$ cat src/rtl/uart_boot_loader.sv
`timescale 1ns/1ps
// UART boot loader: receives A5, a 16-bit word count and the payload, writes words into
// instruction memory and releases the core. Define BOOT_CHECKSUM_EN to enable the trailing XOR checksum byte.
module uart_boot_loader #(
    parameter int MAX_WORDS      = 256,
    parameter int TIMEOUT_CYCLES = 100000
) (
    input  logic        clk,
    input  logic        rst_n,
    input  logic [7:0]  rx_data,
    input  logic        rx_ready,
    output logic [7:0]  tx_data,
    output logic        tx_start,
    input  logic        tx_busy,
    output logic        imem_we,
    output logic [31:0] imem_addr,
    output logic [31:0] imem_wdata,
    output logic        cpu_reset,
    output logic        boot_done,
    output logic        boot_error,
    output logic [2:0]  fsm_state
);

    // Handshakes: rx_data is consumed only in a cycle where rx_ready is high (one byte per pulse);
    // tx_start is a one-cycle request issued only while tx_busy is low, with tx_data stable from queueing until then.

    typedef enum logic [2:0] {
        S_IDLE   = 3'd0,
        S_LEN_LO = 3'd1,
        S_LEN_HI = 3'd2,
        S_DATA   = 3'd3,
        S_CSUM   = 3'd4,
        S_DONE   = 3'd5,
        S_ERROR  = 3'd6
    } state_t;

    localparam logic [16:0] MAX_W    = 17'(MAX_WORDS);
    localparam logic [31:0] TO_LIMIT = TIMEOUT_CYCLES;

    localparam logic [7:0] SYNC_BYTE = 8'hA5;
    localparam logic [7:0] ACK_BYTE  = 8'h06;
    localparam logic [7:0] NAK_BYTE  = 8'h15;

    state_t      state, state_nx;
    logic [7:0]  len_lo;
    logic [15:0] word_cnt;
    logic [15:0] word_idx;
    logic [1:0]  byte_cnt;
    logic [23:0] word_sr;
    logic [31:0] to_cnt;
    logic        tx_pending;
    logic        word_wr;
    logic        active;
    logic        timeout;
    logic [15:0] n_len;
    logic        len_bad;
    logic        last_word;
`ifdef BOOT_CHECKSUM_EN
    logic [7:0]  csum;
`endif

    assign n_len     = {rx_data, len_lo};
    assign len_bad   = (n_len == 16'd0) || ({1'b0, n_len} > MAX_W);
    assign last_word = (word_idx == word_cnt - 16'd1);
    assign active    = (state == S_LEN_LO) || (state == S_LEN_HI) ||
                       (state == S_DATA)   || (state == S_CSUM);
    assign timeout   = active && (to_cnt == TO_LIMIT);

    assign cpu_reset = (state != S_DONE);
    assign boot_done = (state == S_DONE);
    assign fsm_state = state;

    always_ff @(posedge clk or negedge rst_n) begin
        if (!rst_n) state <= S_IDLE;
        else        state <= state_nx;
    end

    // A byte arriving in the same cycle as the timeout always takes priority.
    always_comb begin
        state_nx = state;
        word_wr  = 1'b0;
        case (state)
            S_IDLE: begin
                if (rx_ready && rx_data == SYNC_BYTE) state_nx = S_LEN_LO;
            end
            S_LEN_LO: begin
                if (rx_ready)     state_nx = S_LEN_HI;
                else if (timeout) state_nx = S_ERROR;
            end
            S_LEN_HI: begin
                if (rx_ready)     state_nx = len_bad ? S_ERROR : S_DATA;
                else if (timeout) state_nx = S_ERROR;
            end
            S_DATA: begin
                if (rx_ready) begin
                    if (byte_cnt == 2'd3) begin
                        word_wr = 1'b1;
`ifdef BOOT_CHECKSUM_EN
                        if (last_word) state_nx = S_CSUM;
`else
                        if (last_word) state_nx = S_DONE;
`endif
                    end
                end else if (timeout) begin
                    state_nx = S_ERROR;
                end
            end
`ifdef BOOT_CHECKSUM_EN
            S_CSUM: begin
                if (rx_ready)     state_nx = (rx_data == csum) ? S_DONE : S_ERROR;
                else if (timeout) state_nx = S_ERROR;
            end
`endif
            S_DONE:  state_nx = S_DONE;
            S_ERROR: state_nx = S_IDLE;
            default: state_nx = S_IDLE;
        endcase
    end

    always_ff @(posedge clk or negedge rst_n) begin
        if (!rst_n) begin
            len_lo     <= 8'd0;
            word_cnt   <= 16'd0;
            word_idx   <= 16'd0;
            byte_cnt   <= 2'd0;
            word_sr    <= 24'd0;
            to_cnt     <= 32'd0;
            imem_we    <= 1'b0;
            imem_addr  <= 32'd0;
            imem_wdata <= 32'd0;
`ifdef BOOT_CHECKSUM_EN
            csum       <= 8'd0;
`endif
        end else begin
            imem_we <= word_wr;
            if (!active || rx_ready) to_cnt <= 32'd0;
            else                     to_cnt <= to_cnt + 32'd1;

            if (state == S_IDLE) begin
                word_idx <= 16'd0;
                byte_cnt <= 2'd0;
`ifdef BOOT_CHECKSUM_EN
                csum     <= 8'd0;
`endif
            end
            if (state == S_LEN_LO && rx_ready) len_lo   <= rx_data;
            if (state == S_LEN_HI && rx_ready) word_cnt <= n_len;
            if (state == S_DATA && rx_ready) begin
                // Shift in from the top so the first byte ends up in bits 7:0.
                word_sr  <= {rx_data, word_sr[23:8]};
                byte_cnt <= byte_cnt + 2'd1;
`ifdef BOOT_CHECKSUM_EN
                csum     <= csum ^ rx_data;
`endif
            end
            if (word_wr) begin
                imem_addr  <= {14'd0, word_idx, 2'b00};
                imem_wdata <= {rx_data, word_sr};
                word_idx   <= word_idx + 16'd1;
            end
        end
    end

    // Response queue: one pending byte, sent once the transmitter is free.
    always_ff @(posedge clk or negedge rst_n) begin
        if (!rst_n) begin
            tx_data    <= 8'd0;
            tx_start   <= 1'b0;
            tx_pending <= 1'b0;
            boot_error <= 1'b0;
        end else begin
            tx_start <= 1'b0;
            if (state_nx == S_ERROR) boot_error <= 1'b1;
            if (state_nx == S_DONE && state != S_DONE) begin
                tx_data    <= ACK_BYTE;
                tx_pending <= 1'b1;
            end else if (state_nx == S_ERROR && state != S_ERROR) begin
                tx_data    <= NAK_BYTE;
                tx_pending <= 1'b1;
            end else if (tx_pending && !tx_busy) begin
                tx_start   <= 1'b1;
                tx_pending <= 1'b0;
            end
        end
    end

endmodule

$ cat config.mk
export PLATFORM = sky130hd
export DESIGN_NAME = uart_boot_loader
export DESIGN_NICKNAME = d
export VERILOG_FILES = /design/src/rtl/uart_boot_loader.sv
export SDC_FILE = /design/constraint.sdc
export NUM_CORES = 1
export LEC_CHECK = 0
export CAP_MARGIN = 10
export CORE_ASPECT_RATIO = 2
export CORE_UTILIZATION = 56
export DETAILED_ROUTE_END_ITERATION = 8
export PLACE_DENSITY = 0.77
export SYNTH_ARGS = -nofsm -noshare
export SYNTH_HDL_FRONTEND = slang
export SYNTH_SLANG_ARGS = --single-unit
$ cat constraint.sdc
create_clock -name clk -period 3.4 [get_ports clk]
set_input_delay 0.85 -clock clk [delete_from_list [all_inputs] [get_ports clk]]
set_output_delay 0.85 -clock clk [all_outputs]
set_load 0.01 [all_outputs]
[Word level (Yosys, flattened, before mapping)]
Index checks and enable logic that the tools add are counted.
Cells by class
  add/subtract/negate cells: 4
  magnitude comparators: 1
  eq/ne operators: 13
  mux-type cells: 25
  reduce and logical (&&, ||, !) cells: 21
Operators by type and width (count)
  32-bit by 1-bit adder with 32-bit output (second input constant): 1
  32-bit by 17-bit == test with 1-bit output (second input constant): 1
  16-bit two-way mux: 2
  32-bit two-way mux: 1
  3-bit two-way mux: 8
  16-bit by 1-bit adder with 16-bit output (second input constant): 1
  16-bit == test: 1
  16-bit by 9-bit greater-than comparator with 1-bit output (second input constant): 1
  16-bit zero test: 1
  8-bit two-way mux: 2
  16-bit by 1-bit subtractor with 16-bit output (second input constant): 1
  3-bit case mux with 5 select lines: 1
  3-bit == test (second input constant): 4
  1-bit two-way mux: 9
  8-bit == test (second input constant): 1
  1-bit logical AND: 8
  3-bit by 2-bit == test with 1-bit output (second input constant): 2
  3-bit != test (second input constant): 2
  2-bit nonzero test: 3
  1-bit logical OR: 5
  2-bit two-way mux: 2
  3-bit by 1-bit == test with 1-bit output (second input constant): 1
  3-bit zero test: 1
  3-bit nonzero test: 1
  3 further kinds: 4
Storage, ports and cells
  flip-flop bits (word level): 161
  output and inout port bits: 80
  word-level logic and storage cells: 78

[Longest topological paths before layout]
Gate-level depths: netlist (run 1).
  depth in word-level cells: 12
  depth in mapped cells: 9

[Worst setup path before layout (run 1)]
OpenSTA, ideal clock, no wires.
  kind: reg2reg
  from: reg word_cnt[0]
  to: reg tx_start
  setup time: 0.119 ns
  arrival: 2.643 ns
  required time: 3.281 ns
  slack: 0.638 ns
  stages on the path, launching flop included: 8
  buffers on the path: 0
  clock period less this slack: 2.762 ns
  cell sequence: dfrtp_1 > nor4_4 > nand2_2 > or4_4 > a2111oi_2 > o2111ai_1 > or4b_4 > and2_1
On the way
  word-level cells in the longest chain between the ends: 10
  elaborated cells on any way between the ends: 12
  classes of those cells: 1 x add/sub; 3 x eq/ne; 6 x mux; 2 x reduce/logical
RTL lines
  from (decl): RTL line 46  | logic [15:0] word_cnt;
  from (signal assigned): RTL line 147  | if (state == S_LEN_HI && rx_ready) word_cnt <= n_len;
  16-bit by 1-bit subtractor with 16-bit output *: RTL line 64  | assign last_word = (word_idx == word_cnt - 16'd1);
  16-bit == test *: RTL line 64
  3-bit two-way mux *: RTL line 101  | if (last_word) state_nx = S_DONE;
  3-bit two-way mux *: RTL line 96  | if (byte_cnt == 2'd3) begin
  3-bit two-way mux *: RTL line 95  | if (rx_ready) begin
  3-bit case mux with 5 select lines *: RTL line 82  | case (state)
  3-bit == test: RTL line 177  | end else if (state_nx == S_ERROR && state != S_ERROR) begin
  1-bit logical AND: RTL line 177
  1-bit two-way mux: RTL line 177
  1-bit two-way mux *: RTL line 174  | if (state_nx == S_DONE && state != S_DONE) begin
  to (signal assigned): RTL line 168  | tx_start <= 1'b0;
  to (signal assigned): RTL line 172  | tx_start <= 1'b0;
  to (signal assigned): RTL line 181  | tx_start <= 1'b1;
  to (decl): RTL line 13  | output logic tx_start,
Every way passes the cells marked *; elsewhere a longest branch is shown, timed or not.
A chain may end at the register's enable or synchronous reset.

[Worst setup path in the final report (run 1)]
Ends and elaborated chain as after synthesis.

==> impl_metrics.tcl, run 1 <==
set metrics [dict create \
    reg2reg_setup_slack_ps 170 \
    yosysUniqueCellTypes 52 \
    start_kind "register" \
    fmax_ghz 0.310 \
    ys.flop_type "dfrtp_1" \
    cap_viol_max_count 0 \
    seq_power_share 0.428 \
    yosys.area.top_type "dfrtp_1" \
    skew_ps 11.4 \
    grt_overflow 0 \
    final_max_slew_viol_count 0 \
    cp_max_fo 5 \
    max-slew-margin-rel 0.566 \
    hold_ws_ps 441 \
    p_leak_nw 4.16 \
    track_usage 0.284 \
    placed_area_um2 8070 \
    antenna_left 0 \
    final-seq-area_um2 3900 \
    seq_area_frac_synth 0.540 \
    synth_seq_cells 156 \
    total_power_mw 4.84 \
    grt_max_degree 74 \
    gp_congestion 0.906 \
    rr_worst_depth 9 \
    crit_chain "inv_1 > ha_1 > nor4b_2 > nor2b_1 > o221ai_1 > a2111oi_2 > o2111ai_1 > or4b_4 > and2_1" \
    io_pins 92 \
    fin_nets 862 \
    area_delta_synth_final_pct 20.4 \
    ys_top_cells_by_count "nand2_1 (256), dfrtp_1 (156), nor2_1 (45)" \
    portBuffers 71 \
    async_reset_ff_frac 1.00 \
    synth.most_common_cell "nand2_1" \
    die_h_um 163 \
    dp_hpwl_um 12400 \
    h-tree-depth 4 \
    cts_tree "done" \
    antenna_found_initial 0 \
    status "finished clean" \
    critical_path_arrival_ps 3540 \
    worst_pin_slew_ps 650 \
    start_util 0.576 \
    crit_family "simple AND/OR/NAND/NOR gates" \
    antenna_cells 0 \
    grt_first_pass_wirelength_um 28300 \
    ir_worst_vdd_v 0.000449 \
    powerDensity_nw_per_um2 556 \
    hp-class "input pin to async pin" \
    die-area_um2 13400 \
    power.share.clock 0.417 \
    synth_edf_count 0 \
    power.share.switching 0.282 \
    avgSynthCellArea_um2 9.38 \
    reg2reg_from "word_cnt[0]$_DFFE_PN0P_" \
    via_per_inst 5.64 \
    period_share 0.949 \
    ys_warn_count 0 \
    drc 0 \
    cts_hold_buf 0 \
    tns_ps 0 \
    multi_input_area_um2 3080 \
    path_class "register to register" \
    clockBufferDepth 2 \
    row_count 58 \
    drt_iter0_drc 305 \
    grt_pass1_vias 5850 \
    setup_viol 0 \
    stdcell_area_um2 8710 \
    fillerInstances 967 \
    critPathRequiredTime_ps 3710 \
    critPathCaptureType "register" \
    cp_slowest_cell "or4b_4" \
    reg2reg_to "tx_start$_DFF_PN0_" \
    p_int_mw 3.47 \
    clockRootBuffer "clkbuf_16" \
    dr_total_vias 5684 \
    coreArea_um2 12600 \
    wl_um 17200 \
    cts_resized 0 \
    cts_made_buffers 17 \
    rsz0062_at_grt "false" \
    clkTransAtPathRegs_ps 60 \
    layout-drive-gt1-share 0.0967 \
    die_w_um 82.4 \
    synth_area_leaders "dfrtp_1 (54%), nand2_1 (13%), mux2_2 (3.4%)" \
    p_switching_mw 1.37 \
    layout_min_cycle_time_ps 3230 \
    dr.pass1.iters 5 \
    cts.sinks 156 \
    p_comb_frac 0.155 \
    worst-path-buf-inv 1 \
    post_cts.repair.setup_buffers 0 \
    synth_top_area_share 0.540 \
    hold_viol 0 \
    clock_latency_ps 430 \
    syn_area_um2 7230 \
    wl_per_cell_um 17.0 \
    syn_inst 771 \
    slowest_delay_ps 620 \
]
==> logic make-up (layout without fill, tap and decap cells) <==
kind of cell	Yosys count	after routing	synth area share
simple gates	413	413	0.257
fa+ha+maj	5	5	0.00865
buf+inv	66	134	0.0451
xor+xnor	49	49	0.0593
compound gates	49	49	0.0420
flops	156	156	0.540
other cells	1	20	0.000518
mux	32	32	0.0481
==> sequential cells by signal, indices dropped and copies added, names as in the netlist <==
| signal | flops |
|---|---|
| tx_start | 1 |
| imem_addr | 16 |
| boot_error | 1 |
| word_cnt | 16 |
| word_sr | 24 |
| word_idx | 16 |
| tx_pending | 1 |
| to_cnt | 32 |
| len_lo | 8 |
| tx_data | 3 |
| fsm_state | 3 |
| imem_we | 1 |
| imem_wdata | 32 |
| byte_cnt | 2 |
==> power groups by stage <==
stage,clock [mW],combinational [mW],sequential [mW]
5_1_grt,2.12,0.814,2.09
3_5_place_dp,0,0.735,2.11
2_1_floorplan,0,0.539,2.08
3_3_place_gp,0,0.709,2.10
4_1_cts,2.04,0.746,2.07
6_report,2.02,0.751,2.07
==> area by class of cell <==
type	count	area share
Sequential cell	156	0.448
Tap cell	150	0.0216
Inverter	14	0.00604
Timing Repair Buffer	88	0.0979
Clock inverter	14	0.0223
Clock buffer	18	0.0504
Multi-Input combinational cell	568	0.353
==> how the worst max path moves through the flow <==
stage | start | end | slack [ps] | cells past startpoint
finish | word_cnt[0]$_DFFE_PN0P_ | tx_start$_DFF_PN0_ | 170 | 9
CTS | word_cnt[0]$_DFFE_PN0P_ | tx_start$_DFF_PN0_ | 210 | 9
floorplan | word_cnt[0]$_DFFE_PN0P_ | tx_start$_DFF_PN0_ | 640 | 7
global placement | word_cnt[0]$_DFFE_PN0P_ | tx_start$_DFF_PN0_ | 310 | 9
global route | word_cnt[0]$_DFFE_PN0P_ | tx_start$_DFF_PN0_ | 70 | 9
detailed placement | word_cnt[0]$_DFFE_PN0P_ | tx_start$_DFF_PN0_ | 210 | 9
==> stage by stage <==
step	std cells	worst slack, ps	util
floorplan	790	638	-
global placement	976	314	0.643
detailed placement	976	207	0.643
CTS	1008	208	0.694
global route	1008	65.3	0.694
finish	1008	173	0.694
==> cells in the final DEF (no fill, tap or decap), drive strengths merged, types with 2 or more instances in the layout <==
cell type	instances
xnor2	27
nor4b	4
inv	22
o221ai	2
nand3	29
bufinv	3
nor3	14
or2	2
nor2b	5
clkdlybuf4s50	70
ha	5
and4	4
buf	18
dfrtp	156
a21oi	10
nand2	257
clkbuf	18
xor2	22
nand4b	2
mux2	22
and3	11
and2	2
nor4	8
a211oi	4
or4	3
nor2	45
nand4	13
or3	5
mux2i	10
and4b	2
a31oi	4
conb	20
clkinv	3
nand3b	4
o21ai	21
==> per-layer routing <==
| layer | part of all wire | vias up | track usage | routed length [µm] |
|---|---|---|---|---|
| met4 | 0.052 | 0 | 0.171 | 901 |
| met2 | 0.56 | 162 | 0.507 | 9580 |
| met1 | 0.36 | 2809 | 0.296 | 6170 |
| li1 | - | 2661 | - | - |
| met5 | 0 | - | 0 | 0 |
| met3 | 0.031 | 52 | 0.0532 | 532 |
(Power assumes the default switching activity.)
==> run 2: changes to the inputs <==
Settings changed: ABC_CLOCK_PERIOD_IN_PS set to 3400, CORE_UTILIZATION 56 to 35, PLACE_DENSITY 0.77 to 0.51.
==> impl_metrics.tcl, run 2 (synthesis results as in run 1) <==
set metrics [dict create \
    final_max_slew_viol_count 0 \
    p_int_mw 3.37 \
    track_usage 0.180 \
    start_kind "register" \
    antenna_cells 0 \
    die-area_um2 21300 \
    setup_viol 0 \
    ir_worst_vdd_v 0.000327 \
    coreArea_um2 20400 \
    row_count 74 \
    power.share.clock 0.394 \
    clock_latency_ps 420 \
    p_leak_nw 4.12 \
    grt_max_degree 56 \
    hp-class "input pin to async pin" \
    wl_per_cell_um 16.2 \
    powerDensity_nw_per_um2 533 \
    portBuffers 71 \
    rsz0062_at_grt "false" \
    hold_viol 0 \
    clockRootBuffer "clkbuf_16" \
    fin_util 0.432 \
    layout_min_cycle_time_ps 3130 \
    tns_ps 0 \
    clockBufferDepth 2 \
    dr.pass1.iters 5 \
    power.share.switching 0.280 \
    max-slew-margin-rel 0.534 \
    wl_um 18200 \
    critical_path_arrival_ps 3440 \
    p_switching_mw 1.31 \
    grt_pass1_vias 5631 \
    antenna_found_initial 0 \
    fin_nets 862 \
    period_share 0.919 \
    cts_made_buffers 17 \
    dr_total_vias 5458 \
    worst_pin_slew_ps 699 \
    path_class "register to register" \
    skew_ps 8.91 \
    rr_worst_depth 7 \
    critPathRequiredTime_ps 3720 \
    antenna_left 0 \
    h-tree-depth 4 \
    clkTransAtPathRegs_ps 60 \
    grt_first_pass_wirelength_um 29500 \
    critPathCaptureType "register" \
    drc 0 \
    layout-drive-gt1-share 0.0935 \
    cts.sinks 156 \
    dp_cells 1092 \
    cts_resized 0 \
    largest_registers "imem_wdata x32, to_cnt x32, word_sr x24" \
    die_w_um 104 \
    cap_viol_max_count 0 \
    io_pins 92 \
    final_cell_mix "nand2_1 (255), dfrtp_1 (156), clkdlybuf4s50_1 (70), nor2_1 (45), nand3_1 (29)" \
    grt_overflow 0 \
    seq_power_share 0.444 \
    area_delta_synth_final_pct 21.6 \
    cts_hold_buf 0 \
    start_util 0.355 \
    drt_iter0_drc 173 \
    via_per_inst 4.86 \
    fin_cells 1122 \
    status "finished clean" \
    fmax_ghz 0.320 \
    dp_hpwl_um 13300 \
    p_comb_frac 0.162 \
    post_cts.repair.setup_buffers 0 \
    cp_max_fo 6 \
    mostFrequentLayoutCell "nand2_1" \
    die_h_um 205 \
    gp_congestion 0.913 \
    cts_tree "done" \
]
[run 2: cell count changes in the layout (fill, tap and decap cells not counted), sizes merged]
cell,previous run,this run
clkbuf,18,19
bufinv,3,2
clkinv,3,6
clkinvlp,0,3
inv,22,14
[run 2: cell type report]
type,instances,area (µm²)
fillers,2049,11600
repair buffers,88,865
clock buffers,19,443
flip-flops and latches,156,3900
clock inverters,11,120
well taps,266,333
multi-input cells,568,3080
inverters,14,52.6
[run 2: worst paths after layout]
| kind | start | end | slack [ps] |
|---|---|---|---|
| setup / recovery | word_cnt[10]$_DFFE_PN0P_ | tx_start$_DFF_PN0_ | 270 |
| hold / removal | rst_n | imem_wdata[6]$_DFFE_PN0P_ | 370 |
| setup reg to reg | word_cnt[10]$_DFFE_PN0P_ | tx_start$_DFF_PN0_ | 270 |
| hold reg to reg | imem_addr[13]$_DFFE_PN0P_ | imem_addr[13]$_DFFE_PN0P_ | 470 |
| max in group asynchronous | rst_n | tx_data[0]$_DFFE_PN0P_ | 2210 |
| min in group clk | imem_addr[13]$_DFFE_PN0P_ | imem_addr[13]$_DFFE_PN0P_ | 470 |
[run 2: through the flow]
step	hold slack [ps]	worst slack (ps)	power [mW]	instance area [µm²]
floorplan	439	638	2.62	7310
global placement	459	343	2.85	8230
detailed placement	457	290	2.88	8230
CTS	375	275	4.74	8790
finish	372	274	4.69	8790
global route	393	212	4.89	8790
[run 2: critical path, cell delays in order (launching register included)]
cell and delay (ps):
dfrtp_1 470, nor4_1 520, nand2_1 140, or4_4 500, a2111oi_2 360, o2111ai_1 250
or4b_4 620, and2_1 160
[run 2: routing by layer]
metal	GRT usage	share of wire
met1	0.179	0.37
met2	0.363	0.58
met3	0.0355	0.032
met4	0.0679	0.022
met5	0	0
[run 2: power groups by stage]
stage	sequential [mW]	clock (mW)	combinational, mW
detailed placement	2.11	0	0.763
finish	2.08	1.85	0.760
CTS	2.08	1.90	0.766
floorplan	2.08	0	0.539
global placement	2.11	0	0.746
global route	2.09	1.96	0.837
==> edit 1 (flow settings as in run 2) <==
Build with the macro `BOOT_CHECKSUM_EN` defined.
--- a/src/rtl/uart_boot_loader.sv
+++ b/src/rtl/uart_boot_loader.sv
@@ -3,2 +3,4 @@
 // instruction memory and releases the core. Define BOOT_CHECKSUM_EN to enable the trailing XOR checksum byte.
+`define BOOT_CHECKSUM_EN
+
 module uart_boot_loader #(
Function: changed (Yosys sat finds a counterexample within 10 cycles, from zero or initial values and one cycle with rst_n low).
==> edit 1 against run 2 <==
- total power grew 14%
- die area grew 7.5%
- combinational power up 54%
- wire length grew 9.7%
- area after synthesis is 7.6% higher
- highest routed layer unchanged
- sequential cell count up 8
- global-route usage up 0.45 points
- largest cell class unchanged
- final area grew 7.1%
- critical endpoint is now tx_data[2]
- worst setup slack better by 0.19 ns
==> edit 1: results (changes against run 2) <==
status -> finished, final reports clean
Worst Setup SP -> rx_data[1]
clk_skew -> 0.00849 ns (-0.000418 ns)
ys async rst share -> 100% (unchanged)
Skew-Pair Late Insertion Delay -> 0.42 ns (about the same)
first-pass GRT wire length -> 31900 µm (+8.3%)
gr usage total -> 18.5% (+0.45 points)
initial antenna violation count -> 0 (unchanged)
largest net degree at the start of global routing -> 62 (+11%)
Layout Nets -> 915 (+6.1%)
r2r worst-path depth -> 6 (-1)
Max Fanout on Critical Path -> 5 (-1)
Post-DP HPWL -> 14600 µm (+9.6%)
slowest CP cell -> or4_1
synth unique cells -> 59 (+13%)
R2R Path End -> fsm_state[1]
LEAKAGE -> 4.48 nW (+8.6%)
Max stage delay on crit path -> 0.59 ns (-0.03 ns)
MaxCap Viol Count -> 0 (unchanged)
mean routed wirelength per cell -> 16.8 µm (+3.9%)
Detail Route met3 WL -> 461 µm (-21%)
met1 usage -> 19.3% (+1.5 points)
sequential area share after synthesis -> 52.7% (-1.3 points)
routability cong. -> 0.834 (-8.7%)
hold_ws -> 0.413 ns (+0.0410 ns)
DRT Pass-1 Iters -> 4 (-1)
post-CTS setup buffers -> 0 (unchanged)
M1 wire length -> 7590 µm (+14%)
actual slew at the worst max-slew pin -> 0.648 ns (-0.0506 ns)
min-delay worst type -> in2async
setup slack after placement -> 0.0151 ns (-0.275 ns)
top layer in use -> met4
Top Registers -> imem_wdata (32), to_cnt (32), word_sr (24)
switching pwr -> 0.00167 W (+27%)
post-CTS sizing -> 0 (unchanged)
Post-synth EDFFs -> 0 (unchanged)
IO Port Bufs -> 71 (unchanged)
clock buffer depth -> 2 (unchanged)
Filler cells -> 2183 (+6.5%)
CTS buffer count -> 17 (unchanged)
grt met2 use -> 35.5% (-0.83 points)
via/cell ratio -> 5.01 (+3.0%)
DRT iter0 DRCs -> 194 (+12%)
yosys warns -> 0 (unchanged)
worst r2r src -> word_cnt[5]
vias in the first global route -> 5907 (+4.9%)
r2r setup slk -> 0.74 ns (+0.47 ns)
met3 GRT Util -> 2.78% (-0.77 points)
htree depth -> 4 (unchanged)
proportion of layout cells with a drive suffix above 1 -> 11.1% (+1.7 points)
commonest cells in the netlist -> 228 x nand2_1, 164 x dfrtp_1, 60 x nor2_1
Peak VDD IR -> 0.368 mV (+13%)
CTS Root Cell -> clkbuf_16
synth top area cells -> dfrtp_1 53%, nand2_1 11%, mux2_2 4.8%, xnor2_1 3.1%, nor2_1 2.9%
met2 wire length -> 11200 µm (+6.6%)
number of antenna diodes -> 0 (unchanged)
-- edit 1: worst max path at each step --
stage	to	slack [ns]	depth (start not counted)
after floorplan	tx_data[2]	0.66	6
after global placement	tx_data[2]	0.04	7
after detailed placement	tx_data[2]	0.02	7
after CTS	tx_data[2]	0.47	7
after global routing	tx_data[2]	0.34	7
final	tx_data[2]	0.46	7
-- edit 1: stage by stage --
step | std cells | utilization, % | area, µm²
floorplan | 840 | - | 7860
global placement | 1152 | 40.7 | 8830
detailed placement | 1152 | 40.7 | 8830
CTS | 1184 | 43.5 | 9420
global route | 1184 | 43.5 | 9420
finish | 1184 | 43.5 | 9420
-- edit 1: cell families after synthesis --
kind of cell	count (synthesis)	share of synthesized area, %
AO/OA/AOI/OAI	69	5.59
buffers and inverters	71	4.47
XOR/XNOR	51	5.74
flip-flops	164	52.7
AND/OR/NAND/NOR	418	24.7
other	1	0.0482
multiplexers	42	5.93
adder cells (fa/ha/maj)	5	0.803
-- edit 1: worst max-delay path: cells and delay by family --
family	cells	cell delay, ns
buffers and inverters	1	0.42
and+or+nand+nor	5	1.79
AOI/OAI and AO/OA	1	0.17
-- edit 1: power by group through the flow --
| stage | Clock (W) | Combinational (W) | Sequential, W |
|---|---|---|---|
| floorplan | 0 | 0.000833 | 0.00221 |
| global placement | 0 | 0.00117 | 0.00229 |
| detailed placement | 0 | 0.00118 | 0.00229 |
| CTS | 0.00197 | 0.00118 | 0.00226 |
| global route | 0.00204 | 0.00129 | 0.00228 |
| finish | 0.00192 | 0.00117 | 0.00226 |
-- edit 1: layout make-up --
cell class                 instances  area, µm²  area share, %
clock buffer                      20        457           4.85
sequential                       164       4100           43.6
timing repair buffer              97        932           9.89
inverter                          13       48.8          0.518
clock inverter                    12        131           1.39
multi-input combinational        605       3410           36.2
tap                              273        342           3.63
==> edit 2 (config.mk and constraints of run 2) <==
Made on the original files. Register the output `boot_error` once more, cleared by the reset; this adds one clock of latency there. The other outputs are not delayed to match.
--- a/src/rtl/uart_boot_loader.sv
+++ b/src/rtl/uart_boot_loader.sv
@@ -42,2 +42,4 @@
     localparam logic [7:0] NAK_BYTE  = 8'h15;
+
+    logic boot_error_s0;
 
@@ -169,6 +171,6 @@
             tx_pending <= 1'b0;
-            boot_error <= 1'b0;
+            boot_error_s0 <= 1'b0;
         end else begin
             tx_start <= 1'b0;
-            if (state_nx == S_ERROR) boot_error <= 1'b1;
+            if (state_nx == S_ERROR) boot_error_s0 <= 1'b1;
             if (state_nx == S_DONE && state != S_DONE) begin
@@ -186,2 +188,10 @@
 
+    always_ff @(posedge clk or negedge rst_n) begin
+        if (!rst_n) begin
+            boot_error <= '0;
+        end else begin
+            boot_error <= boot_error_s0;
+        end
+    end
+
 endmodule
Formal check against the unedited RTL: not equivalent (a bounded check fails within 4 cycles, from zero or initial values and one cycle with rst_n low).
==> edit 2 against run 2 <==
- die area is 0.34% higher
- final area is 0.57% higher
- clock power is 2% lower
- count of clock-buffer cells in the layout is 1 higher
- clock skew is 0.00086 ns higher
- utilization is 0.25 points higher
- wire length is 1.8% lower
- area after synthesis is 0.35% higher
- worst setup slack worse by 0.072 ns
- non-clock buffer count is 2 higher
- global-route usage is 0.52 points lower
- sequential share of layout area hardly changed
- sequential cell count is 1 higher
- total power is 0.15% lower
- critical endpoint unchanged
- largest cell class unchanged
- highest routed layer unchanged
==> edit 2: results (changes against run 2) <==
hold_ws -> 0.370 ns (-0.00196 ns)
M1 wire length -> 6690 µm (+0.42%)
HP Start -> boot_error_s0
first-pass GRT wire length -> 28700 µm (-2.5%)
proportion of layout cells with a drive suffix above 1 -> 9.64% (+0.29 points)
mean routed wirelength per cell -> 15.9 µm (-2.2%)
vias in the first global route -> 5590 (-0.73%)
clk_skew -> 0.00976 ns (+0.000859 ns)
Post-DP HPWL -> 13000 µm (-3.0%)
routability cong. -> 0.850 (-7.0%)
Peak VDD IR -> 0.344 mV (+5.3%)
share of the synthesized area in the top cell type -> 54.1% (+0.16 points)
worst r2r src -> word_cnt[2]
commonest cells in the netlist -> 256 x nand2_1, 157 x dfrtp_1, 45 x nor2_1
min-delay worst type -> reg2reg
largest net degree at the start of global routing -> 73 (+30%)
via/cell ratio -> 4.87 (about the same)
DRT Pass-1 Iters -> 4 (-1)
gr usage total -> 17.5% (-0.52 points)
setup slack after placement -> 0.219 ns (-0.0710 ns)
Max Fanout on Critical Path -> 7 (+1)
status -> finished, final reports clean
Layout Nets -> 865 (+0.35%)
DRT iter0 DRCs -> 151 (-13%)
actual slew at the worst max-slew pin -> 0.696 ns (-0.00309 ns)
synth top area cells -> dfrtp_1 54%, nand2_1 13%, mux2_2 3.4%, xnor2_1 3.3%, xor2_1 2.7%
r2r setup slk -> 0.20 ns (-0.07 ns)
initial antenna violation count -> 0 (unchanged)
met2 wire length -> 9990 µm (-5.3%)
sequential area share after synthesis -> 54.1% (+0.16 points)
==> edit 2: through the flow <==
| step | std cells | area, µm² |
|---|---|---|
| 2_1_floorplan | 791 | 7330 |
| 3_3_place_gp | 1095 | 8280 |
| 3_5_place_dp | 1095 | 8280 |
| 4_1_cts | 1127 | 8840 |
| 5_1_grt | 1127 | 8840 |
| 6_report | 1127 | 8840 |
==> edit 2: power by group through the flow <==
stage	clock network, W	logic (W)	registers, W
after floorplan	0	0.000539	0.00209
after global placement	0	0.000750	0.00211
after detailed placement	0	0.000779	0.00212
after CTS	0.00189	0.000784	0.00208
after global routing	0.00194	0.000852	0.00210
final	0.00181	0.000779	0.00209
==> edit 2: worst max path at each step <==
stage                 startpoint        to  slack, ns  depth (start not counted)
floorplan            word_cnt[0]  tx_start       0.64                          7
global placement     word_cnt[2]  tx_start       0.26                          7
detailed placement   word_cnt[2]  tx_start       0.22                          7
CTS                  word_cnt[2]  tx_start       0.20                          7
global route        word_cnt[10]  tx_start       0.08                          7
finish               word_cnt[2]  tx_start       0.20                          7
==> edit 2: cells by family after synthesis <==
group / count (synthesis) / share of synthesized area, %
DFF: 157 / 54.1
muxes: 32 / 4.79
and+or+nand+nor: 413 / 25.6
xor gates and xnor gates: 49 / 5.91
buffers and inverters: 66 / 4.50
AOI/OAI and AO/OA: 49 / 4.19
adders and majority gates: 5 / 0.862
other: 1 / 0.0517
==> edit 2: layer usage <==
layer,track usage (%),vias up
li1,-,2670
met1,17.4,2671
met2,33.3,111
met3,4.09,32
met4,9.39,0
met5,0,-
==> edit 2: final cells by class <==
type                       instances  area (µm²)
timing repair buffer              90         892
clock inverter                    12         114
sequential                       157        3930
inverter                          14        52.6
clock buffer                      20         447
tap                              266         333
multi-input combinational        568        3080
fill                            2043       11500
==> edit 2: worst reg2reg max path, stage by stage (launching register included) <==
cell,delay [ns]
dfrtp_1,0.48
nor4_4,0.44
nand2_2,0.19
or4_4,0.55
a2111oi_2,0.38
o2111ai_1,0.27
or4b_4,0.63
and2_1,0.16
